===== config.mk =====
export PLATFORM = sky130hd
export DESIGN_NAME = ram_stream_reader
export DESIGN_NICKNAME = d
export VERILOG_FILES = /design/src/rtl/ram_stream_reader_pkg.sv /design/src/rtl/ram_stream_reader_fifo.sv /design/src/rtl/ram_stream_reader.sv
export SDC_FILE = /design/constraint.sdc
export NUM_CORES = 1
export LEC_CHECK = 0
export BUFFER_PORTS_ARGS = -buffer_cell sky130_fd_sc_hd__buf_4
export CAP_MARGIN = 10
export CORE_MARGIN = 4
export CORE_UTILIZATION = 50
export DETAILED_ROUTE_END_ITERATION = 8
export GPL_ROUTABILITY_DRIVEN = 0
export MAX_ROUTING_LAYER = met4
export PLACE_DENSITY = 0.76
export SYNTH_ARGS = -nofsm -noshare
export SYNTH_HDL_FRONTEND = slang
export SYNTH_HIERARCHICAL = 1
export SYNTH_SLANG_ARGS = --single-unit

===== constraint.sdc =====
create_clock -name clk -period 4.3 [get_ports clk]
set_input_delay 0.86 -clock clk [delete_from_list [all_inputs] [get_ports clk]]
set_output_delay 0.86 -clock clk [all_outputs]
set_load 0.005 [all_outputs]

===== src/rtl/ram_stream_reader_pkg.sv =====
// ram_stream_reader_pkg: shared FSM states and FIFO sizing for ram_stream_reader.
package ram_stream_reader_pkg;
  typedef enum logic [1:0] {IDLE_E, READ_E, DRAIN_E} ram_stream_reader_state_t;
  localparam int FIFO_DEPTH_C = 4;
  localparam int FIFO_PTR_W_C = $clog2(FIFO_DEPTH_C);
  localparam int FIFO_CNT_W_C = $clog2(FIFO_DEPTH_C + 1);
  typedef logic [FIFO_CNT_W_C-1:0] fifo_count_t;
endpackage


===== src/rtl/ram_stream_reader_fifo.sv =====
// ram_stream_reader_fifo: 4-entry first-word-fall-through FIFO with occupancy and synchronous flush.
module ram_stream_reader_fifo
  import ram_stream_reader_pkg::*;
#(
  parameter type entry_t = logic
) (
  input  logic        clk,
  input  logic        rst,
  input  logic        i_flush,
  input  logic        i_push,
  input  entry_t      i_din,
  input  logic        i_pop,
  output entry_t      o_dout,
  output logic        o_empty,
  output fifo_count_t o_count
);
  entry_t                  r_mem [FIFO_DEPTH_C];
  logic [FIFO_PTR_W_C-1:0] r_wr, r_rd;
  fifo_count_t             r_cnt;
  logic                    w_pop;
  assign o_empty = r_cnt == '0;
  assign w_pop   = i_pop && !o_empty;
  assign o_dout  = r_mem[r_rd];
  assign o_count = r_cnt;
  always_ff @(posedge clk)
    if (i_push && !i_flush) r_mem[r_wr] <= i_din;
  always_ff @(posedge clk or posedge rst)
    if (rst) begin
      r_wr  <= '0;
      r_rd  <= '0;
      r_cnt <= '0;
    end else if (i_flush) begin
      r_wr  <= '0;
      r_rd  <= '0;
      r_cnt <= '0;
    end else begin
      r_wr  <= i_push ? r_wr + 1'b1 : r_wr;
      r_rd  <= w_pop ? r_rd + 1'b1 : r_rd;
      r_cnt <= r_cnt + fifo_count_t'(i_push) - fifo_count_t'(w_pop);
    end
endmodule


===== src/rtl/ram_stream_reader.sv =====
// ram_stream_reader: issues sequential RAM reads for a command and streams the words out with backpressure.
// Defining RAM_STREAM_READER_ABORT_EN adds an abort input that cancels the running command.
module ram_stream_reader
  import ram_stream_reader_pkg::*;
#(
  parameter int BYTE_WIDTH_P = 4,
  parameter int ADDR_WIDTH_P = 8,
  parameter int LEN_WIDTH_P  = 16
) (
  input  logic                      clk,
  input  logic                      rst,
`ifdef RAM_STREAM_READER_ABORT_EN
  input  logic                      abort,
`endif
  input  logic                      cmd_valid,
  output logic                      cmd_ready,
  input  logic [ADDR_WIDTH_P-1:0]   cmd_address,
  input  logic [LEN_WIDTH_P-1:0]    cmd_length,
  output logic                      busy,
  output logic                      ram_enable,
  output logic                      ram_write_enable,
  output logic [BYTE_WIDTH_P-1:0]   ram_write_mask,
  output logic [BYTE_WIDTH_P*8-1:0] ram_data_ingress,
  output logic [ADDR_WIDTH_P-1:0]   ram_address,
  input  logic [BYTE_WIDTH_P*8-1:0] ram_data_egress,
  output logic                      m_tvalid,
  input  logic                      m_tready,
  output logic [BYTE_WIDTH_P*8-1:0] m_tdata,
  output logic                      m_tlast
);
  localparam int DW = BYTE_WIDTH_P * 8;
  typedef struct packed {
    logic          last;
    logic [DW-1:0] data;
  } fifo_entry_t;
  ram_stream_reader_state_t r_state, w_next;
  logic [ADDR_WIDTH_P-1:0] r_addr;
  logic [LEN_WIDTH_P-1:0]  r_rem;
  logic                    r_vld, r_last, r_cmd_ready;
  logic                    w_accept, w_issue, w_pop, w_abort, w_empty;
  fifo_count_t             w_occ;
  fifo_entry_t             w_din, w_dout;
`ifdef RAM_STREAM_READER_ABORT_EN
  assign w_abort = abort && r_state != IDLE_E;
`else
  assign w_abort = 1'b0;
`endif
  assign w_accept = r_state == IDLE_E && cmd_valid && r_cmd_ready;
  assign w_pop    = m_tvalid && m_tready;
  // Credit: every word read but not yet handed off must still fit in the FIFO.
  assign w_issue  = r_state == READ_E && !w_abort &&
                    (int'(w_occ) + int'(r_vld) - int'(w_pop)) < FIFO_DEPTH_C;
  assign w_din    = '{last: r_last, data: ram_data_egress};
  always_comb begin
    w_next = r_state;
    if (w_abort) w_next = IDLE_E;
    else if (w_accept) w_next = READ_E;
    else if (r_state == READ_E && w_issue && r_rem == '0) w_next = DRAIN_E;
    else if (r_state == DRAIN_E && !r_vld && w_occ == fifo_count_t'(w_pop)) w_next = IDLE_E;
  end
  always_ff @(posedge clk or posedge rst)
    if (rst) begin
      r_state     <= IDLE_E;
      r_cmd_ready <= 1'b0;
      r_addr      <= '0;
      r_rem       <= '0;
      r_vld       <= 1'b0;
      r_last      <= 1'b0;
    end else begin
      r_state     <= w_next;
      r_cmd_ready <= w_next == IDLE_E;
      r_vld       <= w_issue;
      r_last      <= w_issue && r_rem == '0;
      r_addr      <= w_accept ? cmd_address : w_issue ? r_addr + 1'b1 : r_addr;
      r_rem       <= w_accept ? cmd_length : w_issue ? r_rem - 1'b1 : r_rem;
    end
  ram_stream_reader_fifo #(.entry_t(fifo_entry_t)) u_fifo (
    .clk     (clk),
    .rst     (rst),
    .i_flush (w_abort),
    .i_push  (r_vld && !w_abort),
    .i_din   (w_din),
    .i_pop   (w_pop),
    .o_dout  (w_dout),
    .o_empty (w_empty),
    .o_count (w_occ)
  );
  assign cmd_ready        = r_cmd_ready;
  assign busy             = r_state != IDLE_E;
  assign ram_enable       = w_issue;
  assign ram_address      = w_issue ? r_addr : '0;
  assign ram_write_enable = 1'b0;
  assign ram_write_mask   = '0;
  assign ram_data_ingress = '0;
  assign m_tvalid         = !w_empty;
  assign m_tdata          = m_tvalid ? w_dout.data : '0;
  assign m_tlast          = m_tvalid && w_dout.last;
endmodule

=== Yosys cells after proc, flatten, opt, wreduce, memory -nomap -nowiden ===
Memories as Yosys holds them, arrays and structs flattened.
Cells that the tools add are included.

* Register bits after elaboration: 36
* Bits in writable memories: 132
* Input port bits: 60
* Memories: 1

{| class="wikitable"
|+ Memory list
! memory !! depth !! width !! read ports !! clocked after memory_dff !! wr ports !! RTL line !! text
|-
| u_fifo.r_mem || 4 || 33 || 1 || 0 || 1 || ram_stream_reader_fifo.sv:17 || <nowiki>entry_t r_mem [FIFO_DEPTH_C];</nowiki>
|}

* Add/subtract/negate cells: 8
* Magnitude comparators: 1
* Eq/ne operators: 3
* Mux-type cells: 11
* Reductions and logical operators: 19

{| class="wikitable"
|+ Operators by type and width
! cell !! number
|-
| 16-bit 2-to-1 mux || 2
|-
| 32-bit 2-to-1 mux || 1
|-
| 8-bit 2-to-1 mux || 3
|-
| 16-bit logical NOT || 1
|-
| 16-bit by 1-bit subtractor with 16-bit output, second input constant || 1
|-
| 1-bit logical AND || 11
|-
| 8-bit by 1-bit adder with 8-bit output, second input constant || 1
|-
| 2-bit 2-to-1 mux || 3
|-
| 5-bit by 4-bit < comparator with 1-bit output, second input constant || 1
|-
| 4-bit by 1-bit subtractor with 5-bit output || 1
|-
| 2-bit by 1-bit adder with 2-bit output, second input constant || 2
|-
| 3-bit by 1-bit adder with 4-bit output || 1
|-
| 2-bit logical NOT || 2
|-
| 2-bit nonzero test || 2
|-
| 3-bit by 1-bit adder with 3-bit output || 1
|-
| 3-bit by 1-bit equality test with 1-bit output || 1
|-
| 3-bit logical NOT || 1
|-
| 3-bit by 1-bit subtractor with 3-bit output || 1
|-
| 2-bit by 1-bit equality test with 1-bit output, second input constant || 1
|-
| 2-bit equality test, second input constant || 1
|-
| 1-bit logical NOT || 2
|-
| 1-bit 2-to-1 mux || 2
|}

=== Depth between registers and ports, before layout ===
Gate-level depths: netlist of the first run.

* Depth after elaboration: 11
* Gate-level depth with buffers: 15

=== By module ===
The synthesis of the first run kept the hierarchy.

{| class="wikitable"
|+ Modules (own cells, without submodules)
! module !! times used !! cells each !! area each (µm²)
|-
| ram_stream_reader_fifo || 1 || 216 || 5,267.6
|-
| ram_stream_reader || 1 || 286 || 2,341.0
|}

=== Least setup slack after synthesis of the first run ===
OpenSTA, ideal clock, no wires.

* Kind: register -> output
* Start point: reg u_fifo.r_cnt[1] (netlist: u_fifo/o_count[1])
* End point: out ram_address[1]
* Arrival: 3.489 ns
* Setup slack: -0.049 ns
* Stages on the path, launching flop included: 14
* Buffers on the path: 3
* Cell sequence: dfrtp_1 -> nor3_1 -> clkbuf_1 -> nor2b_1 -> ha_1 -> inv_1 -> ha_1 -> and3b_2 -> a2111oi_2 -> or3_1 -> buf_6 -> inv_2 -> buf_2 -> and2_1

* Cells in the longest elaborated chain, start to end: 7

{| class="wikitable"
|+ Ends and longest elaborated chain
! element !! RTL line !! text
|-
| start: declaration || ram_stream_reader_fifo.sv:19 || <nowiki>fifo_count_t r_cnt;</nowiki>
|-
| start signal: assignment || ram_stream_reader_fifo.sv:39 || <nowiki>r_cnt <= r_cnt + fifo_count_t'(i_push) - fifo_count_t'(w_pop);</nowiki>
|-
| 3-bit logical NOT || ram_stream_reader_fifo.sv:21 || <nowiki>assign o_empty = r_cnt == '0;</nowiki>
|-
| via w_empty || ram_stream_reader.sv:40 || <nowiki>logic w_accept, w_issue, w_pop, w_abort, w_empty;</nowiki>
|-
| 1-bit logical NOT || ram_stream_reader.sv:95 || <nowiki>assign m_tvalid = !w_empty;</nowiki>
|-
| 1-bit logical AND || ram_stream_reader.sv:49 || <nowiki>assign w_pop = m_tvalid && m_tready;</nowiki>
|-
| via w_pop || ram_stream_reader.sv:40 ||
|-
| 4-bit by 1-bit subtractor with 5-bit output || ram_stream_reader.sv:52 || <nowiki>(int'(w_occ) + int'(r_vld) - int'(w_pop)) < FIFO_DEPTH_C;</nowiki>
|-
| 5-bit by 4-bit < comparator with 1-bit output || ram_stream_reader.sv:52 ||
|-
| 1-bit logical AND || ram_stream_reader.sv:51 || <nowiki>assign w_issue = r_state == READ_E && !w_abort &&</nowiki>
|-
| via ram_enable || ram_stream_reader.sv:20 || <nowiki>output logic ram_enable,</nowiki>
|-
| 8-bit 2-to-1 mux || ram_stream_reader.sv:91 || <nowiki>assign ram_address = w_issue ? r_addr : '0;</nowiki>
|-
| end: declaration || ram_stream_reader.sv:24 || <nowiki>output logic [ADDR_WIDTH_P-1:0] ram_address,</nowiki>
|}

The timed path passes the listed nets, and every way through them passes these cells.

=== Final worst setup path of the first run ===
* Start point: reg u_fifo.r_cnt[1] (netlist: u_fifo/o_count[1])
* End point: out ram_address[0]

* Cells in the longest elaborated chain, start to end: 7

{| class="wikitable"
|+ Ends and longest elaborated chain
! element !! RTL line
|-
| 3-bit logical NOT || ram_stream_reader_fifo.sv:21
|-
| via w_empty || ram_stream_reader.sv:40
|-
| 1-bit logical NOT || ram_stream_reader.sv:95
|-
| 1-bit logical AND || ram_stream_reader.sv:49
|-
| via w_pop || ram_stream_reader.sv:40
|-
| 4-bit by 1-bit subtractor with 5-bit output || ram_stream_reader.sv:52
|-
| 5-bit by 4-bit < comparator with 1-bit output || ram_stream_reader.sv:52
|-
| 1-bit logical AND || ram_stream_reader.sv:51
|-
| 8-bit 2-to-1 mux || ram_stream_reader.sv:91
|}

The timed path passes the listed nets, and every way through them passes these cells.

==> key figures, run 1 <==
Power
  – Internal Power: 3.88 mW
  – Power Dens Cells: 618 nW/um^2
  – Sequential Power Share: 41.0%
  – Sw Share: 30.5%
  – Comb power frac: 32.0%
  – P_sw: 1.70 mW
  – Final Power: 5.58 mW
  – VDD IR max: 0.000331 V
  – Leak Pwr: 3.38 nW
  – Clk pwr share: 26.9%

Critical path
  – Critical path type: reg2out
  – Critical-path maximum fanout: 20
  – Crit path launch type: flop
  – Critical Path Sink Type: primary output
  – Worst path arrival time: 3.19 ns
  – Critical path required time: 3.44 ns

STA
  – Worst Tran Pin Value: 0.918 ns
  – Max Fclk: 0.247 GHz
  – Final Hold Fails: 0
  – Setup Skew: 0.0106 ns
  – Slew Limit Fails: 0
  – Max_slew headroom: 38.8%
  – Final worst path period need: 4.05 ns
  – Fin crit share: 94.1%
  – RSZ-0062 raised after global routing: no
  – TNS Setup: 0 ns
  – Fin worst setup slack: 0.252 ns
  – Final Setup Violations: 0

Yosys
  – Synth area leader: edfxtp_1
  – Mapped Cells: 502
  – Most common cell in the netlist: edfxtp_1
  – Ys Warns: 6
  – Post-Synth Simple-Gate Area: 11.1%
  – Cells taking the most area after synthesis: edfxtp_1 (52%), dfrtp_1 (12%), mux4_2 (8.3%), buf_4 (3.7%), nor2b_1 (3.3%)
  – Synth Area per Inst: 15.2 um^2
  – Yosys top cell area share: 52.1%
  – Post-synth EDFFs: 132
  – Prevailing post-synth register cell: edfxtp_1
  – #FFs+latches synth: 168
  – Compound-Gate Fraction of Synth Area: 3.58%
  – Xor/xnor share of the synthesized area: 1.68%
  – Seq/Total Area, Yosys: 63.9%
  – Fraction of registers with async set or reset after synthesis: 21.4%
  – Post-synth top cells: edfxtp_1 (132), nor2b_1 (40), buf_4 (37), dfrtp_1 (36), mux4_2 (28)
  – Multiplexer share of the synthesized area: 10.6%
  – Largest family of logic cells by synthesized area: simple AND/OR/NAND/NOR gates
  – Distinct cell type count after synthesis: 54
  – Synthesized area: 7610 um^2
  – Adder-Cell Fraction of Synth Area: 2.40%

Floorplanning
  – Row Count: 44
  – Die X: 131 um
  – Die H: 131 um
  – Top-Level Pins: 142
  – Die ar.: 17300 um^2
  – Core area: 14700 um^2
  – Starting Density: 51.8%

Drt
  – Wirelength per Cell: 18.1 um
  – Starting DRC count in detailed routing: 242
  – DR pass1 iterations: 4
  – DRT antenna net count: 0
  – WL final: 14700 um
  – Vias: 4358
  – Vias per cell: 5.38
  – Drt drc: 0

Layout
  – Final nets: 687
  – # fillers: 1084
  – Ant. Diodes: 0
  – Final Util: 61.4%
  – Synth-to-Final Area Change: 18.7%
  – Fraction of layout cells with a size suffix above 1: 30.4%

Job
  – Max-Cap Viols: 0

Clock tree
  – CTS sink count: 168
  – CTS tree: done
  – Root Driver: clkbuf_16
  – Post-CTS resize count: 0
  – H-tree levels: 4
  – Total clock buffers created by CTS: 17
  – Postcts setup bufs: 0
  – Hold_buf cts: 0
  – CTS max path bufs: 2
  – Clk_lat worst skew: 0.42 ns
  – Clock-pin slew on the worst setup and hold paths: 0.06 ns

Global routing
  – Total gr overflow: 0
  – Vias in the first global route: 4484
  – Largest net degree at the start of global routing: 35
  – First-pass GRT wire length: 23100 um
  – Initial antenna violation count: 0
  – All-Layer GR Usage: 17.4%

Placed design
  – Port Buf Inserts: 104
  – DP HPWL: 9700 um
  – Dpl ws: 0.300 ns

Hold path
  – Hold crit path type: in2async

Outcome
  – Status: complete, no violations
-- registers in the layout, indices dropped and copies added (netlist names) --
register and flops:
r_rem 16, r_addr 8, cmd_ready 1, u_fifo/r_mem 132, u_fifo/r_wr 2, r_last 1
r_vld 1, u_fifo/r_rd 2, r_state 2, u_fifo/o_count 3
-- path summary, 6_finish.rpt --
kind                                         from                   to  slack [ns]  depth (start not counted)
worst min-delay path                          rst       u_fifo/r_rd[1]        0.40                          2
max in group asynchronous                     rst            r_addr[6]        3.31                          3
worst max register to register  u_fifo/o_count[1]            r_rem[15]        1.07                         11
worst min register to register             r_last  u_fifo/r_mem[1][32]        0.53                          0
min in group clk                           r_last  u_fifo/r_mem[1][32]        0.53                          0
worst max-delay path            u_fifo/o_count[1]       ram_address[0]        0.25                         11
-- critical path: stages (launching register included) --
cell,delay (ns)
dfrtp_1,0.51
nor3_2,0.10
nor2b_1,0.25
ha_1,0.19
inv_1,0.04
ha_1,0.25
and3b_2,0.25
a2111oi_4,0.33
or3_1,0.20
clkinv_2,0.24
and2_1,0.27
buf_4,0.13
-- cells in the final DEF, fill, tap and decap left out, types with 3 or more instances in the layout --
| cell type | n |
|---|---|
| edfxtp_1 | 132 |
| buf_4 | 113 |
| nor2b_1 | 40 |
| conb_1 | 38 |
| dfrtp_1 | 34 |
| mux4_2 | 28 |
| nor2_1 | 23 |
| nand2_1 | 19 |
| inv_1 | 18 |
| clkbuf_16 | 17 |
| o21ai_0 | 15 |
| ha_1 | 13 |
| or3_1 | 11 |
| xnor2_1 | 11 |
| a31oi_1 | 9 |
| nor3_1 | 9 |
| and2_1 | 9 |
| nor4_1 | 8 |
| nand3_1 | 6 |
| or4_1 | 6 |
| mux4_1 | 5 |
| inv_6 | 4 |
| and2_2 | 4 |
| nand2b_1 | 3 |
| clkinv_2 | 3 |
| a21oi_1 | 3 |
| clkinv_4 | 3 |
-- layer usage --
layer | GRT usage (%) | vias up | share of wire, %
met3 | 3.90 | 19 | 6.2
met2 | 29.2 | 162 | 51
li1 | - | 2025 | -
met4 | 5.66 | 0 | 1.5
met1 | 21.2 | 2152 | 42
met5 | - | - | 0
-- cell type report --
type / count / area, um^2 / share of cell area [%]
timing repair buffer: 114 / 876 / 9.70
sequential: 168 / 4870 / 53.9
multi-input combinational: 293 / 2390 / 26.5
tap: 184 / 230 / 2.55
inverter: 19 / 72.6 / 0.804
clock inverter: 15 / 165 / 1.83
clock buffer: 17 / 425 / 4.71
-- metrics by stage --
step / hold WS, ns / instance area [um^2] / instances
3_3_place_gp: 0.502 / 8410 / 777
4_1_cts: 0.387 / 9000 / 809
2_1_floorplan: 0.455 / 7760 / 539
6_report: 0.396 / 9030 / 810
5_1_grt: 0.394 / 9030 / 810
3_5_place_dp: 0.530 / 8410 / 777
-- cells by family (layout without fill, tap and decap cells) --
kind of cell	Yosys count	count (layout)
compound gates	41	41
xor+xnor	13	13
mux	37	37
buf+inv	78	165
other cells	1	38
flops	168	168
simple gates	150	150
fa+ha+maj	14	14
-- power by group through the flow --
stage | combinational (mW) | clock, mW | sequential, mW
2_1_floorplan | 1.23 | 0 | 2.22
3_3_place_gp | 1.75 | 0 | 2.29
3_5_place_dp | 1.79 | 0 | 2.32
4_1_cts | 1.81 | 1.53 | 2.29
5_1_grt | 1.97 | 1.60 | 2.32
6_report | 1.79 | 1.50 | 2.29
No activity file was read; power rests on OpenSTA's default activity.
==> run 2, diff against run 1 <==
--- a/config.mk
+++ b/config.mk
@@ -5,7 +5,7 @@
 export SDC_FILE = /design/constraint.sdc
 export NUM_CORES = 1
 export LEC_CHECK = 0
-export BUFFER_PORTS_ARGS = -buffer_cell sky130_fd_sc_hd__buf_4
+export BUFFER_PORTS_ARGS = -buffer_cell sky130_fd_sc_hd__buf_2
 export CAP_MARGIN = 10
 export CORE_MARGIN = 4
 export CORE_UTILIZATION = 50
==> run 2 against run 1 <==
  * Clock power increased by 3%
  * Setup slack improved by 0.029 ns
  * Count of clock-buffer cells in the layout increased by 2
  * Core utilization decreased by 1.7 points
  * Final area decreased by 2.8%
  * Register-to-register slack improved by 0.06 ns
  * Sequential power about the same
  * Fmax increased by 0.73%
  * Highest routed layer unchanged
==> key figures, run 2 (same netlist as run 1, synthesis figures left out) <==
Outcome
  – Status: complete, no violations (unchanged)

Clock tree
  – H-tree levels: 4 (unchanged)
  – Hold_buf cts: 0 (unchanged)
  – Post-CTS resize count: 0 (unchanged)
  – CTS max path bufs: 2 (unchanged)
  – Root Driver: clkbuf_16 (unchanged)
  – Postcts setup bufs: 0 (unchanged)
  – Clk_lat worst skew: 0.42 ns (about the same)
  – Clock-pin slew on the worst setup and hold paths: 0.06 ns (about the same)
  – CTS sink count: 168 (unchanged)
  – CTS tree: done (unchanged)
  – Total clock buffers created by CTS: 17 (unchanged)

STA
  – Max_slew headroom: 31.0% (was 38.8%)
  – RSZ-0062 raised after global routing: no (unchanged)
  – Final worst path period need: 4.02 ns (was 4.05 ns)
  – Slew Limit Fails: 0 (unchanged)
  – Setup Skew: 0.00949 ns (was 0.0106 ns)
  – Final Setup Violations: 0 (unchanged)
  – Max Fclk: 0.249 GHz (was 0.247 GHz)
  – Fin crit share: 93.5% (was 94.1%)
  – Fin worst setup slack: 0.281 ns (was 0.252 ns)
  – Final hold slack: 0.401 ns (was 0.396 ns)
  – Final Hold Fails: 0 (unchanged)
  – Worst Tran Pin Value: 1.04 ns (was 0.918 ns)
  – TNS Setup: 0 ns (unchanged)

Critical path
  – Worst path arrival time: 3.16 ns (was 3.19 ns)
  – Crit path launch type: flop (unchanged)
  – Critical Path Sink Type: primary output (unchanged)
  – Critical path type: reg2out (unchanged)
  – R2R Setup Slk: 1.13 ns (was 1.07 ns)
  – Critical path required time: 3.44 ns (about the same)
  – Critical-path maximum fanout: 20 (unchanged)

Drt
  – Starting DRC count in detailed routing: 238 (was 242)
  – DRT antenna net count: 0 (unchanged)
  – Vias: 4391 (was 4358)
  – Drt drc: 0 (unchanged)
  – Vias per cell: 5.43 (was 5.38)
  – WL final: 14200 um (was 14700 um)
  – DR pass1 iterations: 4 (unchanged)
  – Wirelength per Cell: 17.6 um (was 18.1 um)

Job
  – Max-Cap Viols: 0 (unchanged)

Floorplanning
  – Die ar.: 17300 um^2 (unchanged)
  – Die X: 131 um (unchanged)
  – Starting Density: 51.8% (unchanged)
  – Row Count: 44 (unchanged)
  – Core area: 14700 um^2 (unchanged)
  – Top-Level Pins: 142 (unchanged)
  – Die H: 131 um (unchanged)

Layout
  – Ant. Diodes: 0 (unchanged)
  – Final nets: 686 (was 687)
  – Synth-to-Final Area Change: 15.3% (was 18.7%)
  – Fraction of layout cells with a size suffix above 1: 30.1% (was 30.4%)
  – Final Non-Filler Cells: 809 (was 810)
  – Regs by FF count: u_fifo/r_mem x132, r_rem x16, r_addr x8 (unchanged)
  – Largest reg by FF count: u_fifo/r_mem (unchanged)
  – Max FFs per register: 132 (unchanged)
  – Most common cell after layout, fill and taps aside: edfxtp_1 (unchanged)
  – Final Instance Area: 8770 um^2 (was 9030 um^2)
  – Most frequent cells in the layout: edfxtp_1 (132), buf_2 (104), nor2b_1 (40) (was edfxtp_1 (132), buf_4 (113), nor2b_1 (40))
  – Final Util: 59.7% (was 61.4%)

Power
  – Leak Pwr: 3.30 nW (was 3.38 nW)
  – Power Dens Cells: 622 nW/um^2 (was 618 nW/um^2)
  – VDD IR max: 0.000317 V (was 0.000331 V)
  – Sequential Power Share: 41.8% (was 41.0%)
  – Sw Share: 30.5% (about the same)
  – Final Power: 5.45 mW (was 5.58 mW)
  – Clk pwr share: 28.2% (was 26.9%)
  – Internal Power: 3.79 mW (was 3.88 mW)
  – P_sw: 1.66 mW (was 1.70 mW)
  – Comb power frac: 29.9% (was 32.0%)

Global routing
  – First-pass GRT wire length: 23400 um (was 23100 um)
  – Total gr overflow: 0 (unchanged)
  – Vias in the first global route: 4591 (was 4484)
  – Largest net degree at the start of global routing: 35 (unchanged)
  – All-Layer GR Usage: 17.6% (was 17.4%)
  – Initial antenna violation count: 0 (unchanged)

Placed design
  – DP HPWL: 9430 um (was 9700 um)
  – Port Buf Inserts: 104 (unchanged)
  – Dpl cell area: 8140 um^2 (was 8410 um^2)
  – Inst Count DP: 776 (was 777)
  – Dpl ws: 0.275 ns (was 0.300 ns)

Hold path
  – Hold crit path type: in2async (unchanged)
-- run 2: cell types whose count changed in the layout (fill, tap and decap cells not counted), sizes merged --
| cell | before | now |
|---|---|---|
| clkbuf | 17 | 19 |
| clkinv | 7 | 5 |
| inv | 24 | 22 |
| buf | 114 | 113 |
| bufinv | 2 | 3 |
| clkinvlp | 1 | 2 |
-- run 2: area by class of cell --
class / count / area (um^2)
repair buffers: 113 / 608
multi-input cells: 293 / 2390
fillers: 1115 / 5930
clock inverters: 13 / 169
clock buffers: 19 / 433
flip-flops and latches: 168 / 4870
inverters: 19 / 72.6
well taps: 184 / 230
-- run 2: worst paths after layout --
check / start / to / depth (start not counted)
worst max register to register: u_fifo/o_count[1] / r_rem[11] / 11
worst min register to register: r_last / u_fifo/r_mem[3][32] / 0
min in group clk: r_last / u_fifo/r_mem[3][32] / 0
worst max-delay path: u_fifo/o_count[1] / ram_address[0] / 11
max in group asynchronous: rst / r_addr[2] / 3
worst min-delay path: rst / u_fifo/r_wr[1] / 2
-- run 2: critical path: stages (launching register included) --
cell and delay [ns]:
dfrtp_1 0.51, nor3_2 0.09, nor2b_1 0.22, ha_1 0.18
inv_1 0.04, ha_1 0.26, and3b_2 0.25, o221a_1 0.26
or3_1 0.39, clkinv_2 0.21, and2_1 0.19, buf_2 0.12
-- run 2: power groups by stage --
stage / combinational, mW / clock (mW) / sequential (mW)
2_1_floorplan: 1.23 / 0 / 2.22
3_3_place_gp: 1.60 / 0 / 2.29
3_5_place_dp: 1.65 / 0 / 2.31
4_1_cts: 1.66 / 1.57 / 2.28
5_1_grt: 1.83 / 1.65 / 2.32
6_report: 1.63 / 1.54 / 2.28
-- run 2: per-layer routing --
| layer | vias up | share of wire, % | track usage [%] |
|---|---|---|---|
| li1 | 2028 | - | - |
| met1 | 2198 | 42 | 21.6 |
| met2 | 140 | 50 | 29.0 |
| met3 | 25 | 5.6 | 4.63 |
| met4 | 0 | 1.6 | 5.54 |
| met5 | - | 0 | - |
